## src/rtl/dac_channel_scheduler.sv

```systemverilog
// Round-robin arbiter sharing one SPI DAC driver among NCH requesters, with a dacdone watchdog.
// Define DAC_READBACK_CHECK_EN to compare the driver's echoed word against the previously completed frame.
module dac_channel_scheduler #(
    parameter int NCH     = 4,
    parameter int TIMEOUT = 4096
) (
    input  logic              CLK50MHZ,
    input  logic              RST,
    input  logic [NCH-1:0]    req,
    input  logic [12*NCH-1:0] req_data,
    output logic [NCH-1:0]    ack,
    output logic [11:0]       data,
    output logic [3:0]        address,
    output logic [3:0]        command,
    output logic              dactrig,
    input  logic              dacdone,
    input  logic [31:0]       dac_datareceived,
    output logic              busy,
    output logic              timeout_err,
    output logic              readback_err,
    output logic [1:0]        dbg_state
);

    localparam int IW = (NCH > 1) ? $clog2(NCH) : 1;
    localparam int CW = $clog2(TIMEOUT) + 1;

    typedef enum logic [1:0] {
        IDLE  = 2'd0,
        ISSUE = 2'd1,
        WAIT  = 2'd2,
        ACK   = 2'd3
    } state_t;

    state_t          state;
    state_t          state_next;
    logic [IW-1:0]   ptr;
    logic [IW-1:0]   g;
    logic [CW-1:0]   cnt;
    logic [IW-1:0]   grant_idx;
    logic            grant_found;
    logic            load;
    logic            clr_cnt;
    logic            inc_cnt;
    logic            expire;
    logic            done_hit;
    logic            advance;
    logic [11:0]     code [NCH];

    function automatic logic [IW-1:0] wrap_add(input logic [IW-1:0] base, input int unsigned off);
        int unsigned s;
        s = 32'(base) + off;
        if (s >= NCH) s = s - NCH;
        return s[IW-1:0];
    endfunction

    for (genvar i = 0; i < NCH; i++) begin : g_code
        assign code[i] = req_data[12*i +: 12];
    end

    // Scan from the farthest offset down so the nearest requester at/after ptr wins.
    always_comb begin
        grant_found = 1'b0;
        grant_idx   = '0;
        for (int k = NCH - 1; k >= 0; k--) begin
            if (req[wrap_add(ptr, k)]) begin
                grant_found = 1'b1;
                grant_idx   = wrap_add(ptr, k);
            end
        end
    end

    always_ff @(posedge CLK50MHZ) begin
        if (RST) state <= IDLE;
        else     state <= state_next;
    end

    always_comb begin
        state_next = state;
        load       = 1'b0;
        clr_cnt    = 1'b0;
        inc_cnt    = 1'b0;
        expire     = 1'b0;
        done_hit   = 1'b0;
        advance    = 1'b0;
        case (state)
            IDLE: begin
                if (grant_found) begin
                    load       = 1'b1;
                    state_next = ISSUE;
                end
            end
            ISSUE: begin
                clr_cnt    = 1'b1;
                state_next = WAIT;
            end
            WAIT: begin
                // dacdone wins over a watchdog expiry landing in the same cycle.
                if (dacdone) begin
                    done_hit   = 1'b1;
                    state_next = ACK;
                end else if (cnt == CW'(TIMEOUT - 2)) begin
                    expire     = 1'b1;
                    advance    = 1'b1;
                    state_next = IDLE;
                end else begin
                    inc_cnt = 1'b1;
                end
            end
            ACK: begin
                advance    = 1'b1;
                state_next = IDLE;
            end
            default: state_next = IDLE;
        endcase
    end

    always_ff @(posedge CLK50MHZ) begin
        if (RST) begin
            data        <= '0;
            address     <= '0;
            g           <= '0;
            ptr         <= '0;
            cnt         <= '0;
            timeout_err <= 1'b0;
        end else begin
            if (load) begin
                data    <= code[grant_idx];
                address <= 4'(grant_idx);
                g       <= grant_idx;
            end
            if (clr_cnt)      cnt <= '0;
            else if (inc_cnt) cnt <= cnt + 1'b1;
            if (expire)  timeout_err <= 1'b1;
            if (advance) ptr <= wrap_add(g, 1);
        end
    end

    always_comb begin
        ack = '0;
        if (state == ACK) ack[g] = 1'b1;
    end

    assign command   = 4'b0011;
    assign dactrig   = (state == ISSUE);
    assign busy      = (state != IDLE);
    assign dbg_state = state;

`ifdef DAC_READBACK_CHECK_EN
    logic [19:0] rb_copy;
    logic        rb_valid;
    logic        unused_rb;

    always_ff @(posedge CLK50MHZ) begin
        if (RST) begin
            rb_copy      <= '0;
            rb_valid     <= 1'b0;
            readback_err <= 1'b0;
        end else if (done_hit) begin
            if (rb_valid && (dac_datareceived[23:4] != rb_copy)) readback_err <= 1'b1;
            rb_copy  <= {command, address, data};
            rb_valid <= 1'b1;
        end else if (expire) begin
            rb_valid <= 1'b0;
        end
    end

    assign unused_rb = ^{dac_datareceived[31:24], dac_datareceived[3:0]};
`else
    logic unused_rb;

    assign readback_err = 1'b0;
    assign unused_rb    = ^{dac_datareceived, done_hit};
`endif

endmodule

```

## config.mk

```make
export PLATFORM = sky130hd
export DESIGN_NAME = dac_channel_scheduler
export DESIGN_NICKNAME = d
export VERILOG_FILES = /design/src/rtl/dac_channel_scheduler.sv
export SDC_FILE = /design/constraint.sdc
export NUM_CORES = 1
export LEC_CHECK = 0
export ABC_AREA = 1
export CAP_MARGIN = 40
export CORE_MARGIN = 1
export CORE_UTILIZATION = 35
export DETAILED_ROUTE_END_ITERATION = 10
export GPL_TIMING_DRIVEN = 0
export PLACE_DENSITY = 0.75
export SYNTH_ARGS = -nofsm -noshare
export SYNTH_HDL_FRONTEND = slang
export SYNTH_SLANG_ARGS = --single-unit
```

## constraint.sdc

```tcl
create_clock -name CLK50MHZ -period 2 [get_ports CLK50MHZ]
set_clock_uncertainty 0.2 [all_clocks]
set_input_delay 0.2 -clock CLK50MHZ [delete_from_list [all_inputs] [get_ports CLK50MHZ]]
set_output_delay 0.2 -clock CLK50MHZ [all_outputs]
set_load 0.03 [all_outputs]
```

# Yosys cells after proc, flatten, opt, wreduce, memory -nomap -nowiden
# Cells that the tools add are included.
[op_classes]
add_sub_neg = 10
multipliers = 0
div = 0
order_cmp = 12
eq_ne = 6
n_shift = 0
muxes = 41
bitwise = 1
reduce_logical = 5
[op_table]
columns = ["cell", "n"]
rows = [
  ["$bmux 12 s2", 1],
  ["$mux 12", 2],
  ["$mux 2", 12],
  ["$mux 1", 18],
  ["$ge 3x3->1 const B", 5],
  ["$lt 2x3->1 const B", 5],
  ["$add 13x1->13 const B", 1],
  ["$eq 13x12->1 const B", 1],
  ["$sub 2x1->2 const B", 5],
  ["$bmux 1 s2", 4],
  ["$pmux 2 s4", 1],
  ["$add 2x1->3 const B", 2],
  ["$add 2x2->3 const B", 2],
  ["$eq 2x2->1 const B", 2],
  ["$mux 4", 1],
  ["$ge 2x3->1 const B", 1],
  ["$ne 3x3->1 const B", 1],
  ["$not 2->3", 1],
  ["$demux 1 s2", 1],
  ["$eq 2x1->1 const B", 1],
  ["$ge 2x1->1 const B", 1],
  ["$logic_not 2->1", 1],
  ["$ne 2x2->1 const B", 1],
  ["$pmux 1 s2", 1],
  ["other kinds (4)", 4],
]
[word_totals]
register_bits = 32
latch_bits = 0
mem_bits_rw = 0
rom_bits = 0
output_inout_bits = 30
elab_cells = 81
memories = 0

# Longest topological paths before layout
[logic_depth]
word_depth = 13
depth_mapped = 14

# Least setup slack after synthesis
# Ideal clock, no wire load.
[synth_timing]
path_type = "register -> register"
from = "register state[0], in the netlist dbg_state[0]"
to = "register cnt[8]"
setup_ns = 0.123
t_arrival_ns = 1.561
setup_slack_ns = 0.116
stages_incl_launch_ff = 6
n_path_buf = 0
cell_sequence = "dfxtp_1 > inv_1 > nor2_1 > nor2_1 > inv_1 > nor3_1"
[synth_between]
elab_chain_len = 3
[synth_lines]
columns = ["element", "line", "source"]
rows = [
  ["from (decl)", "34", "state_t state;"],
  ["from (signal assigned)", "74", "else state <= state_next;"],
  ["$eq 2x1->1", "n/a", ""],
  ["via dactrig", "15", "output logic dactrig,"],
  ["$mux 1", "85", "case (state)"],
  ["$reduce_or 2->1 (no line)", "n/a", ""],
  ["to (signal assigned)", "132", "else if (inc_cnt) cnt <= cnt + 1'b1;"],
  ["to (decl)", "38", "logic [CW-1:0] cnt;"],
]
# The timed path passes the listed nets, and every way through them passes these cells.
# A chain may end at the register's enable or synchronous reset.

# Worst setup path in the final report
[layout_timing]
from = "input req[3]"
to = "register data[11]"
[layout_between]
elab_chain_len = 10
[layout_lines]
columns = ["element", "line", "source"]
rows = [
  ["from (decl)", "9", "input logic [NCH-1:0] req,"],
  ["$bmux 1 s2", "65", "if (req[wrap_add(ptr, k)]) begin"],
  ["$mux 1 (implied by the code)", "65", ""],
  ["$mux 2 (4 in series)", "65", ""],
  ["$not 2->3 (implied by the code)", "127", "data <= code[grant_idx];"],
  ["$bmux 12 s2", "127", ""],
  ["$mux 12 (implied by the code) (2 in series)", "127", ""],
  ["to (signal assigned)", "127", ""],
  ["to (decl)", "12", "output logic [11:0] data,"],
]
# Several ways; a longest one is shown, not always the timed one. The select of a mux whose other input is x is not followed.

==> reports/results.ini <==
[floorplanning]
num_rows = 27
die_area_um2 = 6280
die_w_um = 79.2
ios = 117
start_util = 0.370
coreArea_um2 = 5640
die_h_um = 79.2

[power]
static-leakage-power_nw = 1.43
power_density_nw_per_um2 = 798
p_int_mw = 1.58
combPwrFrac = 0.509
p_switching_mw = 1.08
p_seq_frac = 0.299
p_clk_frac = 0.192
peakVddDrop_mv = 0.392
switching_share = 0.407

[clocking]
cts_tree = done
numCtsBuffers = 5
htreeDepth = 2
ctsHoldBuffers = 0
path_clk_slew_ps = 70
clock_latency_ps = 290
clockBufferDepth = 2
cts_root_buffer = clkbuf_8
clock_sinks = 32

[placed_design]
place.gp.congestion = 0.822
io_buffer_count = 77
placed_area_um2 = 2970
post-place-cells = 484
hpwl_um = 4340

[logic_synthesis]
synthesis.area_um2 = 2090
ys_types = 30
yosysWarningCount = 0
avgSynthCellArea_um2 = 6.32
postSynthCellCount = 330
ys_seq_area_frac = 0.307
ys_seq_elements = 32

[grt]
grt-ovfl-total = 0
track_usage = 0.180
antenna_found_initial = 0
grt_max_degree = 11
grt_pass1_vias = 2134
grt_pass1_wl_um = 8960

[critical_path]
end_kind = flip-flop
cpMostUsedCell = nand2_1
ff2ff_path_depth = 15
r2r-end = data[11]$_SDFFE_PP0P_
r2r_setup_slack_ps = -20
startpoint_type = input pin
worstPathRequired_ps = 1980
path_cells = clkdlybuf4s50_1 > inv_2 > o21ai_4 > nand2_2 > nand2_4 > inv_2 > nand2_1 > nand2_1 > nor2_4 > inv_4 > nor2_4 > buf_4 > nand3_2 > nand2_1 > nor2_1
crit_fanout = 3
arrival_ps = 2010
cpPeakStageDelay_ps = 480
rr_startpoint = ptr[0]$_SDFFE_PP0P_
slowest_stage = clkdlybuf4s50_1
criticalPathCategory = input pin to flip-flop

[detailed_routing]
via_per_inst = 4.76
first_iter_violations = 115
routed-via-count = 2410
dr.pass1.iters = 4
postRouteAntennaNets = 0
drt-wirelength-per-cell_um = 11.6
routed_wl_um = 5890
drc = 0

[timing]
hold_viol_final = 0
min_period_ps = 2020
finalHoldWorstSlack_ps = 259
fmax_mhz = 495
fin_ws_ps = -21.4
rsz0062_at_grt = yes
setup_viol = 4
slew_viol_final = 0
tns_ps = -44.5
post-route-period-util = 1.01

[min_path]
min_path_type = flip-flop to flip-flop
holdPathEnd = timeout_err$_SDFFE_PP0P_
hold_depth = 2
hp-start = timeout_err$_SDFFE_PP0P_

[finish]
diodes = 0
syn2layout_area_growth_pct = 60.0
finalInstanceArea_um2 = 3340
fin_nets = 526
seqCellArea_um2 = 646
final_core_util = 0.592
multi_input_area_um2 = 1380
finalNonFillerCells = 506
fillCellCount = 527
drive_gt1_frac = 0.200

[run_status]
status = finished with violations
violations = setup timing

[run]
drv_cap = 0

[area by class of cell]
cell class	instances	share of cell area
plain buffers	14	0.0349
flip-flops and latches	32	0.193
clock inverters	2	0.00300
multi-input cells	253	0.412
repair buffers	91	0.263
clock buffers	6	0.0247
well taps	72	0.0270
inverters	36	0.0420
[layout by cell type, fill, tap and decap left out, drive strengths merged]
cell,instances
conb,7
and3,1
nand4,3
a21oi,27
inv,36
buf,27
a31oi,2
dfxtp,32
xor2,1
clkinv,2
nand2,93
xnor2,3
nand3,48
ha,6
dlygate4sd2,6
clkdlybuf4s50,71
or2,1
nor3,2
o21ai,14
nor2,42
a211oi,1
nor3b,1
a2bb2oi,1
clkbuf,7
[sequential cells by signal, indices dropped and copies added, names as in the netlist]
signal,cells
ptr,2
data,12
address,2
dbg_state,2
timeout_err,1
cnt,13
[cells in the mapped netlist (all sizes together)]
cell	number	area share
nor3b	1	0.0036
buf	13	0.052
xnor2	3	0.013
conb	2	0.0036
dfxtp	32	0.31
ha	6	0.036
nand2	93	0.18
inv	36	0.065
clkbuf	1	0.0018
or2	1	0.0030
nand3	48	0.12
o21ai	14	0.034
a2bb2oi	1	0.0042
a21oi	27	0.065
xor2	1	0.0042
nand4	3	0.0090
nor2	42	0.085
and3	1	0.0030
nor3	2	0.0048
a31oi	2	0.0060
a211oi	1	0.0036
[logic make-up (layout without fill, tap and decap cells)]
logic type                 count (synthesis)  in the layout  synth area share
xor gates and xnor gates                   4              4            0.0168
adders and majority gates                  6              6            0.0360
DFF                                       32             32             0.307
buffers and inverters                     50            149             0.118
other                                      2              7           0.00360
and+or+nand+nor                          191            191             0.406
AOI/OAI and AO/OA                         45             45             0.112
[worst max path at each step]
| stage | startpoint | end | slack [ps] | cells past startpoint |
|---|---|---|---|---|
| after floorplan | dbg_state[0]$_SDFFE_PP0P_ | cnt[8]$_SDFFE_PP0P_ | 120 | 5 |
| after global placement | req[3] | data[11]$_SDFFE_PP0P_ | -310 | 14 |
| after detailed placement | req[3] | data[11]$_SDFFE_PP0P_ | -340 | 14 |
| after CTS | ptr[0]$_SDFFE_PP0P_ | data[8]$_SDFFE_PP0P_ | 4 | 12 |
| after global routing | ptr[0]$_SDFFE_PP0P_ | data[9]$_SDFFE_PP0P_ | -70 | 11 |
| final | req[3] | data[11]$_SDFFE_PP0P_ | -20 | 15 |
[what timing repair did]
item	in CTS	in global routing
endpoints found under the hold margin	0	0
setup endpoints to repair	18	19
gates resized for setup	10	51
pin swaps	1	12
buffers inserted	1	11
gates cloned	0	2
[power by group through the flow]
stage               combinational, mW  clock [mW]  sequential, mW
floorplan                       0.607           0           0.962
global placement                 1.19           0           0.801
detailed placement               1.20           0           0.806
CTS                              1.20       0.528           0.794
global route                     1.47       0.556           0.803
finish                           1.36       0.511           0.796
[through the flow]
stage / worst slack, ps / power (mW)
CTS: 4.04 / 2.53
global placement: -312 / 1.99
global route: -72.3 / 2.83
detailed placement: -341 / 2.00
floorplan: 116 / 1.57
finish: -21.4 / 2.66
[metal layers]
metal / vias to the layer above / part of all wire / track usage
li1: 1254 / - / -
met5: - / 0 / 0
met4: 0 / 0.018 / 0.0618
met1: 1074 / 0.42 / 0.201
met2: 72 / 0.51 / 0.328
met3: 10 / 0.053 / 0.0471
[worst max-delay path: cells and delay by family]
family / cells / cell delay, ps
buffers and inverters: 5 / 770
AOI/OAI and AO/OA: 1 / 160
and+or+nand+nor: 9 / 870
(Power assumes the default switching activity.)
